===== config.mk =====
export PLATFORM = sky130hd
export DESIGN_NAME = mult8_seq_ctrl
export DESIGN_NICKNAME = d
export VERILOG_FILES = /design/src/rtl/mult8_seq_ctrl.sv
export SDC_FILE = /design/constraint.sdc
export NUM_CORES = 1
export LEC_CHECK = 0
export ABC_AREA = 0
export CORE_MARGIN = 5
export CORE_UTILIZATION = 40
export DETAILED_ROUTE_END_ITERATION = 7
export SETUP_SLACK_MARGIN = 0.4
export SLEW_MARGIN = 15
export SYNTH_ARGS = -nofsm -noshare
export SYNTH_HDL_FRONTEND = slang
export SYNTH_SLANG_ARGS = --single-unit

===== constraint.sdc =====
create_clock -name clk -period 5.1 [get_ports clk]
set_input_delay 1.275 -clock clk [delete_from_list [all_inputs] [get_ports clk]]
set_output_delay 1.275 -clock clk [all_outputs]
set_load 0.02 [all_outputs]

===== src/rtl/mult8_seq_ctrl.sv =====
// Sequential shift-and-add 8x8 unsigned multiplier sharing one adder8 CLA across 8 steps.
// Optional build macro: MULT8_ZERO_SKIP_EN (zero operand finishes in one cycle).

module adder8 (
    input  logic [7:0] a,
    input  logic [7:0] b,
    input  logic       cin,
    output logic [7:0] s,
    output logic       cout
);
    logic [7:0] g;
    logic [7:0] p;
    logic [8:0] c;
    logic       gg0, pg0, gg1, pg1;

    assign g = a & b;
    assign p = a ^ b;

    // Two 4-bit lookahead groups; the group carry feeds the upper block directly.
    always_comb begin
        c[0] = cin;
        c[1] = g[0] | (p[0] & c[0]);
        c[2] = g[1] | (p[1] & g[0]) | (p[1] & p[0] & c[0]);
        c[3] = g[2] | (p[2] & g[1]) | (p[2] & p[1] & g[0]) | (p[2] & p[1] & p[0] & c[0]);
        gg0  = g[3] | (p[3] & g[2]) | (p[3] & p[2] & g[1]) | (p[3] & p[2] & p[1] & g[0]);
        pg0  = &p[3:0];
        c[4] = gg0 | (pg0 & c[0]);
        c[5] = g[4] | (p[4] & c[4]);
        c[6] = g[5] | (p[5] & g[4]) | (p[5] & p[4] & c[4]);
        c[7] = g[6] | (p[6] & g[5]) | (p[6] & p[5] & g[4]) | (p[6] & p[5] & p[4] & c[4]);
        gg1  = g[7] | (p[7] & g[6]) | (p[7] & p[6] & g[5]) | (p[7] & p[6] & p[5] & g[4]);
        pg1  = &p[7:4];
        c[8] = gg1 | (pg1 & c[4]);
    end

    assign s    = p ^ c[7:0];
    assign cout = c[8];
endmodule

module mult8_seq_ctrl #(
    parameter int W = 8
) (
    input  logic           clk,
    input  logic           rst_n,
    input  logic           start,
    input  logic [W-1:0]   A,
    input  logic [W-1:0]   B,
    output logic [2*W-1:0] P,
    output logic           busy,
    output logic           done
);
    typedef enum logic [1:0] {
        S_IDLE = 2'd0,
        S_CALC = 2'd1,
        S_DONE = 2'd2
    } state_t;

    state_t state, state_nxt;

    logic [W-1:0] m;
    logic [W:0]   acc;
    logic [W-1:0] q;
    logic [3:0]   cnt;

    logic [W-1:0] addend;
    logic [W-1:0] sum;
    logic         cout;
    logic         load, step, finish;
`ifdef MULT8_ZERO_SKIP_EN
    logic         zskip;
`endif

    assign addend = q[0] ? m : '0;

    // acc[8] is always zero after the shift, so using it as carry-in leaves the sum unchanged.
    adder8 u_add (
        .a    (acc[W-1:0]),
        .b    (addend),
        .cin  (acc[W]),
        .s    (sum),
        .cout (cout)
    );

    always_ff @(posedge clk or negedge rst_n) begin
        if (!rst_n) state <= S_IDLE;
        else        state <= state_nxt;
    end

    always_comb begin
        state_nxt = S_IDLE;
        busy      = 1'b0;
        done      = 1'b0;
        load      = 1'b0;
        step      = 1'b0;
        finish    = 1'b0;
`ifdef MULT8_ZERO_SKIP_EN
        zskip     = 1'b0;
`endif
        case (state)
            S_CALC: begin
                busy = 1'b1;
                step = 1'b1;
                if (cnt == 4'd7) begin
                    finish    = 1'b1;
                    state_nxt = S_DONE;
                end else begin
                    state_nxt = S_CALC;
                end
            end
            S_DONE:  done = 1'b1;
            default: ;
        endcase
        // IDLE, DONE and any illegal encoding all accept a new request.
        if (state != S_CALC && start) begin
`ifdef MULT8_ZERO_SKIP_EN
            if (A == '0 || B == '0) begin
                zskip     = 1'b1;
                state_nxt = S_DONE;
            end else begin
                load      = 1'b1;
                state_nxt = S_CALC;
            end
`else
            load      = 1'b1;
            state_nxt = S_CALC;
`endif
        end
    end

    always_ff @(posedge clk or negedge rst_n) begin
        if (!rst_n) begin
            m   <= '0;
            acc <= '0;
            q   <= '0;
            cnt <= '0;
            P   <= '0;
        end else begin
            if (load) begin
                m   <= A;
                acc <= '0;
                q   <= B;
                cnt <= '0;
            end else if (step) begin
                acc <= {1'b0, cout, sum[W-1:1]};
                q   <= {sum[0], q[W-1:1]};
                cnt <= (cnt == 4'hF) ? cnt : cnt + 4'd1;
            end
            // Product is taken from the final step's post-shift value.
            if (finish) P <= {cout, sum, q[W-1:1]};
`ifdef MULT8_ZERO_SKIP_EN
            if (zskip) P <= '0;
`endif
        end
    end
endmodule


==> out/metrics.cfg <==
[status]
status = complete, no violations

[clock_tree]
tritoncts = yes
post_cts_resized = 0
ctsRootBufferMaster = clkbuf_8
cts_made_buffers = 5
cts_sinks = 46
hold_buffers = 0
clock_path_buffers = 2
clk_latency_ps = 300
htree_levels = 2
post-cts-setup-buffers = 0
path_clk_slew_ps = 90

[worst_setup_path]
worst_ep_arrival_time_ps = 1990
worstPathRequired_ps = 3830
worstSetupPathType = flop to output port
start_kind = flop
r2r_setup_slack_ps = 2630
cp_max_fo = 18
end_kind = output port

[synthesis]
synth-edff-count = 0
synth_area_mm2 = 0.00226
synthesis.nets = 251
ys_seq_area_share_pct = 51.0
ys_ff_latch = 46
synth_area_leader_cell = dfrtp_1
synth_cell_types = 42
ys_top_cells_by_area = dfrtp_1, nand2_1, ha_1
synth-main-ff-cell = dfrtp_1
syn_avg_cell_area_um2 = 10.2
synth_cells = 221
synth_warnings = 0
synth_top_area_share_pct = 51.0
async_flop_share_pct = 100

[floorplan]
dieArea_mm2 = 0.00724
start_util_pct = 41.0
rows = 27
io_pins = 37
fp.dieH_um = 85.1
core-area_mm2 = 0.00551
fp.dieW_um = 85.1

[timing]
fmax_ghz = 0.306
rsz0062_at_grt = false
drv_slew = 0
setup_viol = 0
slew_headroom_pct = 53.2
final.min_clock_period_ps = 3270
fin_tns_setup_ps = 0
layout_worst_path_cycle_share_pct = 64.1
tightest_slew_ps = 702
hold_viol_final = 0
clock_skew_ps = 8.20

[layout]
area_growth_pct = 23.8
n_antenna_cell = 0
fin_cells = 328
final_cell_mix = dfrtp_1, nand2_1, clkdlybuf4s50_1
drive_gt1_share_pct = 8.20
final_nets = 285

[drt]
wl_met2_um = 2100
vias_per_cell = 5.17
routedLengthMet1_um = 2500
wl_met3_um = 200
wl_per_cell_um = 14.8
first_pass_iters = 4
via_count = 1695
drc = 0
postRouteAntennaNets = 0
dr.first_iter.drc_count = 84
top_layer = met4
finalWirelength_um = 4860

[min_path]
hp-class = flop to flop

[pwr]
powerDensity_mw_per_mm2 = 257
peakVddDrop_v = 0.000120
p_leak_nw = 1.37

[placed_design]
dp.cells = 320
gp_congestion = 0.759
dp_hpwl_um = 3310
portBuffers = 36

[grt]
grt_pass1_wl_um = 8170
grt_start_max_net_pins = 47
grt_pass1_vias = 1693
grt_use_total_pct = 14.1
gr-total-overflow = 0
antenna_found_initial = 0

[flow_run]
max_cap_violations = 0

[routing by layer]
metal  global-route usage [%]  vias to the layer above
met4                     4.17                        0
met2                     20.3                       43
met5                        0                        -
met1                     20.6                      816
met3                     3.69                        6
li1                         -                      830
[layout make-up]
type	count	area, um2
sequential	46	1150
multi-input combinational	158	1020
fill	535	2710
timing repair buffer	37	365
tap	72	90.1
clock buffer	5	68.8
clock inverter	3	68.8
inverter	7	26.3
[cell usage after synthesis, types with 2 or more instances]
master     n
buf_2      4
nand2b_1   2
a31o_1     2
nor2_1     2
dfrtp_1   46
inv_1      6
and2_1     9
a21oi_1    7
and3_1     3
a21o_1     3
nand3_1   12
mux2_2     8
mux2i_1    9
o21ai_0   21
nand2_1   46
fa_1       2
ha_1       9
clkbuf_1   3
or4_1      2
xor2_1     3
[flip-flops by register name (all words and copies together) (netlist names)]
name and cells:
state 2, P 16, m 8, q 8
cnt 4, acc 8
[cell families after synthesis]
group / after synthesis / share of synthesized area, %
simple gates: 85 / 18.0
flops: 46 / 51.0
fa+ha+maj: 11 / 6.77
compound gates: 41 / 11.0
mux: 17 / 7.99
xor+xnor: 4 / 1.55
buf+inv: 17 / 3.66
[worst max-delay path, cell delays in order, from the launching register on]
cell and delay, ps:
dfrtp_1 350, nand2b_1 560, clkinv_1 190, clkdlybuf4s50_1 580
[metrics by stage]
stage	setup slack (ps)	hold slack, ps	util (%)	instance area (um2)	power (W)
after floorplan	2680	460	-	2260	0.000377
after global placement	2010	461	48.2	2650	0.000399
after detailed placement	1950	462	48.2	2650	0.000399
after CTS	1790	485	50.7	2790	0.000727
after global routing	1640	500	50.7	2790	0.000747
final	1830	481	50.7	2790	0.000718
[power breakdown]
| group | switching, W | internal (W) | total [W] |
|---|---|---|---|
| Sequential | 0 | 0.000364 | 0.000364 |
| Combinational | 0.0000126 | 0.0000143 | 0.0000269 |
| Clock | 0.000131 | 0.000196 | 0.000327 |
[path summary, 6_finish.rpt]
| kind | depth (start not counted) | start | to |
|---|---|---|---|
| min | 2 | P[3] | P[3] |
| max in group asynchronous | 1 | rst_n | P[1] |
| max reg2reg | 6 | q[0] | acc[3] |
| max | 3 | state[1] | busy |
| min reg2reg | 2 | P[3] | P[3] |
| min in group asynchronous | 1 | rst_n | acc[4] |
Note: power is estimated with default switching activity, not from simulation.
